[src/rtl/rsa_operand_loader.sv]
// Operand loader for the mod-exp engine. It assembles n, e and m from a byte stream, range-checks them and starts the engine.
// Latency: the engine start pulse (exp_ready) comes 2 cycles after the last byte is accepted (CHECK, then START).
// Backpressure: in_ready is high only in LOAD/DRAIN and is held low while the engine owns the operands.
// Ports: clk/reset (async, active-low); in_data/in_valid/in_last/in_ready byte stream;
//        m/e/n operands with exp_ready/exp_valid engine handshake; done/busy/err_code host status.
module rsa_operand_loader #(
  parameter int BUS_WIDTH     = 256,
  parameter int COUNTER_WIDTH = 7
) (
  input  logic                 clk,
  input  logic                 reset,
  input  logic [7:0]           in_data,
  input  logic                 in_valid,
  input  logic                 in_last,
  output logic                 in_ready,
  output logic [BUS_WIDTH-1:0] m,
  output logic [BUS_WIDTH-1:0] e,
  output logic [BUS_WIDTH-1:0] n,
  output logic                 exp_ready,
  input  logic                 exp_valid,
  output logic                 done,
  output logic                 busy,
  output logic [1:0]           err_code
);

  localparam int B = BUS_WIDTH / 8;
  localparam logic [COUNTER_WIDTH-1:0] CNT_B    = COUNTER_WIDTH'(B);
  localparam logic [COUNTER_WIDTH-1:0] CNT_2B   = COUNTER_WIDTH'(2 * B);
  localparam logic [COUNTER_WIDTH-1:0] CNT_LAST = COUNTER_WIDTH'(3 * B - 1);

  localparam logic [1:0] ERR_NONE  = 2'd0;
  localparam logic [1:0] ERR_FRAME = 2'd1;
  localparam logic [1:0] ERR_RANGE = 2'd2;

  typedef enum logic [2:0] {
    S_LOAD,
    S_DRAIN,
    S_CHECK,
    S_START,
    S_WAIT_ACK,
    S_WAIT_DONE
  } state_t;

  state_t                   state, state_nxt;
  logic [COUNTER_WIDTH-1:0] cnt;
  logic                     accept;
  logic                     cnt_last;
  logic                     range_err;

  assign accept    = in_valid & in_ready;
  assign cnt_last  = (cnt == CNT_LAST);
  // The modulus must be non-zero and the message must already be reduced.
  assign range_err = (n == '0) || (m >= n);

  // State register
  always_ff @(posedge clk or negedge reset) begin
    if (!reset) begin
      state <= S_LOAD;
    end else begin
      state <= state_nxt;
    end
  end

  // Next-state logic
  always_comb begin
    state_nxt = state;
    case (state)
      S_LOAD: begin
        if (accept && cnt_last) begin
          state_nxt = in_last ? S_CHECK : S_DRAIN;
        end
      end
      S_DRAIN: begin
        if (accept && in_last) begin
          state_nxt = S_LOAD;
        end
      end
      S_CHECK:     state_nxt = range_err ? S_LOAD : S_START;
      S_START:     state_nxt = S_WAIT_ACK;
      // exp_valid may still be high from the previous run. Wait for it to drop first.
      S_WAIT_ACK:  if (!exp_valid) state_nxt = S_WAIT_DONE;
      S_WAIT_DONE: if (exp_valid) state_nxt = S_LOAD;
      default:     state_nxt = S_LOAD;
    endcase
  end

  // Outputs
  always_comb begin
    in_ready  = 1'b0;
    exp_ready = 1'b0;
    done      = 1'b0;
    busy      = 1'b0;
    case (state)
      S_LOAD, S_DRAIN: in_ready = reset;
      S_CHECK:         busy = 1'b1;
      S_START: begin
        busy      = 1'b1;
        exp_ready = 1'b1;
      end
      S_WAIT_ACK:      busy = 1'b1;
      S_WAIT_DONE: begin
        busy = 1'b1;
        done = exp_valid;
      end
      default: ;
    endcase
  end

  // Operand shift registers, byte counter and sticky error code
  always_ff @(posedge clk or negedge reset) begin
    if (!reset) begin
      cnt      <= '0;
      n        <= '0;
      e        <= '0;
      m        <= '0;
      err_code <= ERR_NONE;
    end else begin
      if (state == S_LOAD && accept) begin
        if (cnt < CNT_B) begin
          n <= {n[BUS_WIDTH-9:0], in_data};
        end else if (cnt < CNT_2B) begin
          e <= {e[BUS_WIDTH-9:0], in_data};
        end else begin
          m <= {m[BUS_WIDTH-9:0], in_data};
        end

        if (in_last || cnt_last) begin
          cnt <= '0;
        end else begin
          cnt <= cnt + COUNTER_WIDTH'(1);
        end

        // The first byte of a new frame clears the error code. A framing error
        // on that same byte (a one-byte frame) takes precedence.
        if (cnt == '0) begin
          err_code <= ERR_NONE;
        end
        if (in_last != cnt_last) begin
          err_code <= ERR_FRAME;
        end
      end else if (state == S_CHECK && range_err) begin
        err_code <= ERR_RANGE;
      end
    end
  end

endmodule
[config.mk]
export PLATFORM = sky130hd
export DESIGN_NAME = rsa_operand_loader
export DESIGN_NICKNAME = d
export VERILOG_FILES = /design/src/rtl/rsa_operand_loader.sv
export SDC_FILE = /design/constraint.sdc
export NUM_CORES = 1
export LEC_CHECK = 0
export ABC_AREA = 1
export BUFFER_PORTS_ARGS = -buffer_cell sky130_fd_sc_hd__buf_4
export CAP_MARGIN = 5
export CELL_PAD_IN_SITES_DETAIL_PLACEMENT = 0
export CELL_PAD_IN_SITES_GLOBAL_PLACEMENT = 1
export CORE_AREA = 4 4 305 307
export CTS_BUF_LIST = sky130_fd_sc_hd__clkbuf_8
export DETAILED_ROUTE_END_ITERATION = 10
export DIE_AREA = 0 0 309 311
export GPL_TIMING_DRIVEN = 0
export PLACE_DENSITY_LB_ADDON = 0.1
export SYNTH_ARGS = -nofsm -noshare
export SYNTH_HDL_FRONTEND = slang
export SYNTH_SLANG_ARGS = --single-unit
[constraint.sdc]
create_clock -name clk -period 2.08 [get_ports clk]
set_input_delay 0.104 -clock clk [delete_from_list [all_inputs] [get_ports clk]]
set_output_delay 0.104 -clock clk [all_outputs]
set_load 0.005 [all_outputs]
==> run_results.csv, run 1 <==
group,metric,value,unit
yosys,ys_types,31,
yosys,ys_ff_latch,780,
clocking,cts_htree_levels,4,
outcome,outcome,"complete, but fails checks",
floorplan,initial_core_util,40.32,%
drt,drc_errors,0,
drt,drt-total-wl,137.1,mm
drt,final_antenna_net_count,0,
global_route,grt_use_total,28.02,%
sta,hold_slack,-0.7466,ns
drt,dr.first_iter.drc_count,1899,
global_route,grt.overflow.total,0,
setup_path,worstPathArrival,3.10,ns
clocking,clock-sinks,780,
floorplan,rows,110,
clocking,cts_hold_repair.buffers,11,
global_route,grt_pass1_vias,31210,
place,place_congestion,0.8823,
pwr,vdd_drop_max,0.0007889,V
global_route,grt_pass1_wl,203.1,mm
drt,wl_per_cell,22.41,um
worst_hold_path,hold_path.class,"primary input to async pin",
floorplan,core-area,90010,um2
sta,skew,0.03283,ns
setup_path,cpPeakStageDelay,0.41,ns
place,port_buffers,786,
floorplan,die_w,309,um
flow_run,maxCapViolations,0,
setup_path,worstPathRequired,2.77,ns
sta,slew_viol_final,0,
sta,setup_viol,129,
layout,drive_gt1_share,33.22,%
floorplan,dieArea,96100,um2
setup_path,critical_path_class,"flip-flop to flip-flop",
setup_path,cpMaxStageDelayCell,"nor4_4",
clocking,cts_tree,"built",
yosys,synth_warnings,0,
clocking,cts_root_buf,"clkbuf_8",
sta,worst_pin_slew,0.7486,ns
setup_path,crit_fanout,2,
floorplan,pin_count,787,
pwr,leakagePower,26.13,nW
place,pre_cts_slack,-0.7027,ns
layout,final_net_count,5106,
floorplan,dieHeight,311,um
yosys,syn_area_per_cell,9.679,um2
clocking,cts_buffers,146,
sta,rsz0062_at_grt,"true",
sta,slew_headroom,50.09,%
sta,period_share,115.9,%
setup_path,critPathCaptureType,"flip-flop",
yosys,synth_nets,4022,
layout,final_cells,6121,
drt,dr.pass1.iters,7,
setup_path,crit_path_frequent_cell,"nand2_1",
yosys,synth_cells,3750,
drt,via_per_inst,4.962,
global_route,grt_max_degree,119,
global_route,antenna_found_initial,2,
clocking,cts.clk_slew.worst_paths,0.06,ns
sta,fmax,414.6,MHz
layout,area_growth_syn_to_layout,33.80,%
outcome,violations,"hold timing, setup timing",
setup_path,path_cells,"inv_2 > ha_4 > nand2_4 > nor2_4 > nand4_1 > nor2_1 > nand4_1 > nor4_4 > nand2_1 > nand2_1 > nand2_2 > nand3_2 > nand2_1",
pwr,powerDensity,1081,nW/um2
sta,hold_violations,286,
setup_path,startpoint_type,"flip-flop",
sta,fin_ws,-0.3317,ns
sta,post-route-min-period,2.412,ns
place,dp.cells,5719,
clocking,clk_latency,0.83,ns
drt,vias,30370,
yosys,netlist_area,36290,um2
yosys,seq_area_frac_synth,53.78,%
clocking,clockBufferDepth,3,
place,place_hpwl,104.7,mm
[power breakdown]
part | switching, W | total [W] | internal [W] | leakage [nW]
Clock | 0.00680 | 0.0148 | 0.00801 | 1.66
Combinational | 0.00923 | 0.0164 | 0.00719 | 14.3
Sequential | 0.00298 | 0.0213 | 0.0183 | 10.2
Total | 0.0190 | 0.0525 | 0.0335 | 26.1
[cells by family after synthesis]
kind of cell | after synthesis | share of synthesized area, %
XOR/XNOR | 1 | 0.02414
multiplexers | 253 | 7.850
AO/OA/AOI/OAI | 707 | 9.915
adder cells (fa/ha/maj) | 259 | 8.929
buffers and inverters | 596 | 7.029
AND/OR/NAND/NOR | 1154 | 12.48
flip-flops | 780 | 53.78
[metal layers]
metal / vias up / track usage (%) / routed length [um]
li1: 14460 / - / -
met1: 14900 / 34.27 / 55980
met2: 817 / 47.51 / 66990
met3: 200 / 8.025 / 9595
met4: 0 / 9.383 / 4581
met5: - / 0 / 0
[registers in the layout, indices dropped and copies added (netlist names)]
register and count:
err_code 2, cnt 7, m 256, state 3, n 256, e 256
[Yosys cell counts]
| cell | n | area [um2] |
|---|---|---|
| ha_1 | 259 | 3241 |
| nand3_1 | 77 | 385.4 |
| buf_2 | 107 | 535.5 |
| o21ai_0 | 106 | 530.5 |
| inv_1 | 454 | 1704 |
| xor2_1 | 1 | 8.760 |
| buf_6 | 23 | 259.0 |
| a21o_1 | 9 | 67.56 |
| dfrtp_1 | 780 | 19520 |
| o21ai_1 | 326 | 1632 |
| nand3_4 | 1 | 17.52 |
| mux2_2 | 245 | 2759 |
| a21oi_1 | 250 | 1251 |
| mux2_1 | 8 | 90.09 |
| nand2_1 | 715 | 2684 |
| nor3_1 | 9 | 45.04 |
| nor2_2 | 1 | 6.260 |
| o21a_1 | 12 | 90.09 |
| o2111ai_1 | 1 | 8.760 |
| nand2_2 | 2 | 12.51 |
| nand3_2 | 1 | 10.01 |
| inv_2 | 1 | 3.750 |
| nand4_1 | 16 | 100.1 |
| nand3b_1 | 1 | 7.510 |
| nor4_1 | 4 | 25.02 |
| buf_4 | 2 | 15.01 |
| nor2_1 | 326 | 1224 |
| clkbuf_1 | 9 | 33.78 |
| o22ai_1 | 2 | 12.51 |
| a31oi_1 | 1 | 6.260 |
| nor2_4 | 1 | 11.26 |
[path summary, 6_finish.rpt]
path | startpoint | slack [ns] | cells after the start | endpoint
max | n[199] | -0.33 | 13 | err_code[0]
min | reset | -0.75 | 1 | m[251]
max reg2reg | n[199] | -0.33 | 13 | err_code[0]
min reg2reg | e[248] | 0.49 | 2 | e[248]
max in group asynchronous | reset | 0.82 | 4 | e[66]
min in group clk | in_data[3] | 0.14 | 4 | n[3]
[timing repair]
item / in CTS / in global routing
hold endpoints to repair: 322 / 285
pin swaps: 26 / 13
cloned: 0 / 5
resized for setup: 117 / 74
endpoints found under the setup margin: 461 / 710
buffers inserted: 82 / 45
[worst max-delay path: cells and delay by family, from the launching register on]
family | cells | cell delay (ns)
simple gates | 11 | 1.54
flops | 1 | 0.39
fa+ha+maj | 1 | 0.28
buf+inv | 1 | 0.08
[final cells by class]
| class | count | area, um2 |
|---|---|---|
| Fill cell | 8541 | 41450 |
| Sequential cell | 780 | 19560 |
| Multi-Input combinational cell | 2375 | 14640 |
| Timing Repair Buffer | 935 | 7289 |
| Clock buffer | 179 | 2464 |
| Inverter | 455 | 1712 |
| Tap cell | 1176 | 1471 |
| Buffer | 141 | 998.5 |
| Clock inverter | 78 | 416.7 |
| Antenna cell | 2 | 5.005 |
[cells in the final DEF, fill, tap and decap left out, drive strengths merged]
| master | synthesis | layout |
|---|---|---|
| a21o | 9 | 9 |
| a21oi | 250 | 250 |
| a31oi | 1 | 1 |
| buf | 132 | 1047 |
| bufinv | 0 | 2 |
| clkbuf | 9 | 197 |
| clkinv | 0 | 15 |
| clkinvlp | 0 | 9 |
| dfrtp | 780 | 780 |
| diode | 0 | 2 |
| dlygate4sd3 | 0 | 11 |
| ha | 259 | 259 |
| inv | 455 | 507 |
| mux2 | 253 | 253 |
| nand2 | 717 | 717 |
| nand3 | 79 | 80 |
| nand3b | 1 | 1 |
| nand4 | 16 | 16 |
| nor2 | 328 | 328 |
| nor3 | 9 | 9 |
| nor4 | 4 | 4 |
| o2111ai | 1 | 1 |
| o21a | 12 | 12 |
| o21ai | 432 | 432 |
| o22ai | 2 | 2 |
| xor2 | 1 | 1 |
[through the flow]
| step | cell area [um2] | power, W | util [%] | TNS (ns) | hold WS (ns) |
|---|---|---|---|---|---|
| floorplan | 36290 | 0.02707 | - | 0 | -0.1916 |
| global placement | 43670 | 0.03698 | 48.51 | - | 0.3842 |
| detailed placement | 43870 | 0.03719 | 48.74 | -196.21 | 0.1398 |
| CTS | 47880 | 0.05268 | 53.19 | -7.992 | -0.7721 |
| global route | 48560 | 0.05554 | 53.95 | -52.96 | -0.7560 |
| finish | 48560 | 0.05252 | 53.95 | -4.988 | -0.7466 |
Note: power is estimated with default switching activity, not from simulation.
==> run 2: changes to the inputs <==
--- a/config.mk
+++ b/config.mk
@@ -15,6 +15,7 @@
 export DETAILED_ROUTE_END_ITERATION = 10
 export DIE_AREA = 0 0 309 311
 export GPL_TIMING_DRIVEN = 0
+export MAX_ROUTING_LAYER = met4
 export PLACE_DENSITY_LB_ADDON = 0.1
 export SYNTH_ARGS = -nofsm -noshare
 export SYNTH_HDL_FRONTEND = slang
==> run 2 against run 1 <==
Against the previous run:
- the run still ends with hold timing, setup timing left
- design area grew 0.30%
- die area is the same
- clock skew is essentially flat
- clock-buffer cell count is the same
- core utilization grew 0.16 points
- global-route usage grew 0.85 points
- clock power is essentially flat
- worst setup slack is essentially flat
- non-clock buffer count grew 2
- largest power group unchanged
==> run_results.csv, run 2 (synthesis results as in run 1) <==
group,metric,value,unit
layout,final_cell_mix,"buf_4, dfrtp_1, nand2_1",
drt,final_antenna_net_count,0,
sta,period_share,115.9,%
sta,hold_violations,286,
setup_path,path_delay_family,"simple AND/OR/NAND/NOR gates",
setup_path,critPathCaptureType,"flip-flop",
layout,area_growth_syn_to_layout,34.20,%
outcome,outcome,"complete, but fails checks",
global_route,antenna_found_initial,4,
layout,n_fill_cell,8519,
drt,drt-total-wl,137.1,mm
pwr,leakagePower,26.19,nW
sta,post-route-min-period,2.411,ns
place,port_buffers,786,
drt,wl_met3,9.339,mm
drt,dr.pass1.iters,5,
pwr,swShare,36.22,%
floorplan,dieHeight,311,um
floorplan,dieArea,96100,um2
clocking,cts_root_buf,"clkbuf_8",
clocking,cts_htree_levels,4,
drt,wl_met2,67.21,mm
setup_path,crit_start,"n[199]",
drt,drc_errors,0,
layout,drive_gt1_share,33.48,%
drt,via_per_inst,4.958,
outcome,violations,"hold timing, setup timing",
sta,skew,0.03279,ns
setup_path,worstPathArrival,3.10,ns
clocking,clock-sinks,780,
sta,slew_viol_final,0,
floorplan,initial_core_util,40.32,%
setup_path,startpoint_type,"flip-flop",
clocking,clockBufferDepth,3,
drt,dr.first_iter.drc_count,1845,
global_route,grt_pass1_wl,203.1,mm
pwr,p_int,0.03348,W
clocking,cts.clk_slew.worst_paths,0.06,ns
sta,setup_viol,4,
setup_path,cpMaxStageDelayCell,"nor4_4",
setup_path,critPathBufInv,1,
layout,final_common_cell,"buf_4",
sta,rsz0062_at_grt,"true",
setup_path,path_cells,"inv_2 > ha_4 > nand2_4 > nor2_4 > nand4_1 > nor2_1 > nand4_1 > nor4_4 > nand2_1 > nand2_1 > nand2_2 > nand3_2 > nand2_1",
pwr,power.total,0.05250,W
floorplan,pin_count,787,
place,dp.cells,5719,
layout,seqCellArea,19560,um2
drt,top_layer,"met4",
sta,slew_headroom,53.63,%
layout,final_cells,6126,
layout,final_net_count,5109,
global_route,grt_pass1_vias,31200,
layout,post-route-util,54.11,%
clocking,cts_tree,"built",
pwr,powerDensity,1078,nW/um2
pwr,vdd_drop_max,0.0007857,V
global_route,grt_max_degree,119,
layout,reg_top3,"e x256, m x256, n x256",
floorplan,die_w,309,um
setup_path,worstPathRequired,2.77,ns
sta,hold_slack,-0.7249,ns
setup_path,crit_path_frequent_cell,"nand2_1",
floorplan,rows,110,
drt,m1WireLength,56.25,mm
drt,wl_per_cell,22.37,um
floorplan,core-area,90010,um2
pwr,clkPwrFrac,28.2,%
worst_hold_path,hold_path.class,"primary input to async pin",
flow_run,maxCapViolations,0,
setup_path,r2r_start,"n[199]",
clocking,cts_buffers,146,
place,place_hpwl,104.7,mm
layout,multi_input_area,14710,um2
global_route,grt.overflow.total,0,
setup_path,critical_path_class,"flip-flop to flip-flop",
place,place_congestion,0.8970,
pwr,pwr-share-seq,40.6,%
clocking,clk_latency,0.83,ns
sta,tns,-1.127,ns
drt,vias,30370,
setup_path,crit_fanout,2,
pwr,comb_power_share,31.2,%
sta,fmax,414.7,MHz
clocking,cts_hold_repair.buffers,11,
sta,worst_pin_slew,0.6955,ns
pwr,switchingPower,0.01901,W
setup_path,cpPeakStageDelay,0.41,ns
sta,fin_ws,-0.3313,ns
global_route,grt_use_total,28.87,%
==> run 2: metal layers <==
metal,global-route usage (%),vias to the layer above
met2,47.44,804
met5,-,-
met1,34.61,14900
li1,-,14470
met4,9.288,0
met3,7.712,193
==> run 2: area by class of cell <==
class | instances | area share, %
Clock inverter | 78 | 0.8554
Sequential cell | 780 | 40.16
Clock buffer | 179 | 5.058
Buffer | 141 | 2.178
Multi-Input combinational cell | 2376 | 30.20
Inverter | 455 | 3.514
Antenna cell | 4 | 0.02055
Timing Repair Buffer | 937 | 15.00
Tap cell | 1176 | 3.021
==> run 2: worst paths after layout <==
kind	to	cells past startpoint	slack, ns
max in group asynchronous	e[66]	4	0.76
worst max-delay path	err_code[0]	13	-0.33
worst min register to register	e[248]	2	0.49
worst max register to register	err_code[0]	13	-0.33
min in group clk	e[3]	4	0.14
worst min-delay path	m[251]	1	-0.72
==> run 2: worst reg2reg max path, stage by stage, from the launching register on <==
cell and delay [ns]:
dfrtp_1 0.39, inv_2 0.08, ha_4 0.28, nand2_4 0.05, nor2_4 0.09, nand4_1 0.21
nor2_1 0.16, nand4_1 0.23, nor4_4 0.41, nand2_1 0.12, nand2_1 0.08, nand2_2 0.08
nand3_2 0.06, nand2_1 0.05
==> run 2: per-stage QoR <==
step | area, um2 | setup WS, ns | hold WS [ns]
after global placement | 43670 | -8.557 | 0.3842
after global routing | 48710 | -0.4522 | -0.7520
after floorplan | 36290 | 0.1806 | -0.1916
final | 48710 | -0.3313 | -0.7249
after detailed placement | 43870 | -0.7027 | 0.1398
after CTS | 47880 | -0.2813 | -0.7721
==> run 2: power by group through the flow <==
stage / Sequential [W] / Clock [W] / Combinational (W)
after detailed placement: 0.0214 / 0 / 0.0158
after global routing: 0.0217 / 0.0159 / 0.0179
after floorplan: 0.0208 / 0 / 0.00624
final: 0.0213 / 0.0148 / 0.0164
after global placement: 0.0214 / 0 / 0.0156
after CTS: 0.0213 / 0.0152 / 0.0162
==> run 2: repair_timing <==
| item | 4_1_cts | 5_1_grt |
|---|---|---|
| cloned | 0 | 6 |
| buffers inserted | 82 | 47 |
| gates resized for setup | 117 | 134 |
| setup endpoints to repair | 461 | 714 |
| hold endpoints to repair | 322 | 286 |
| pin swaps | 26 | 14 |
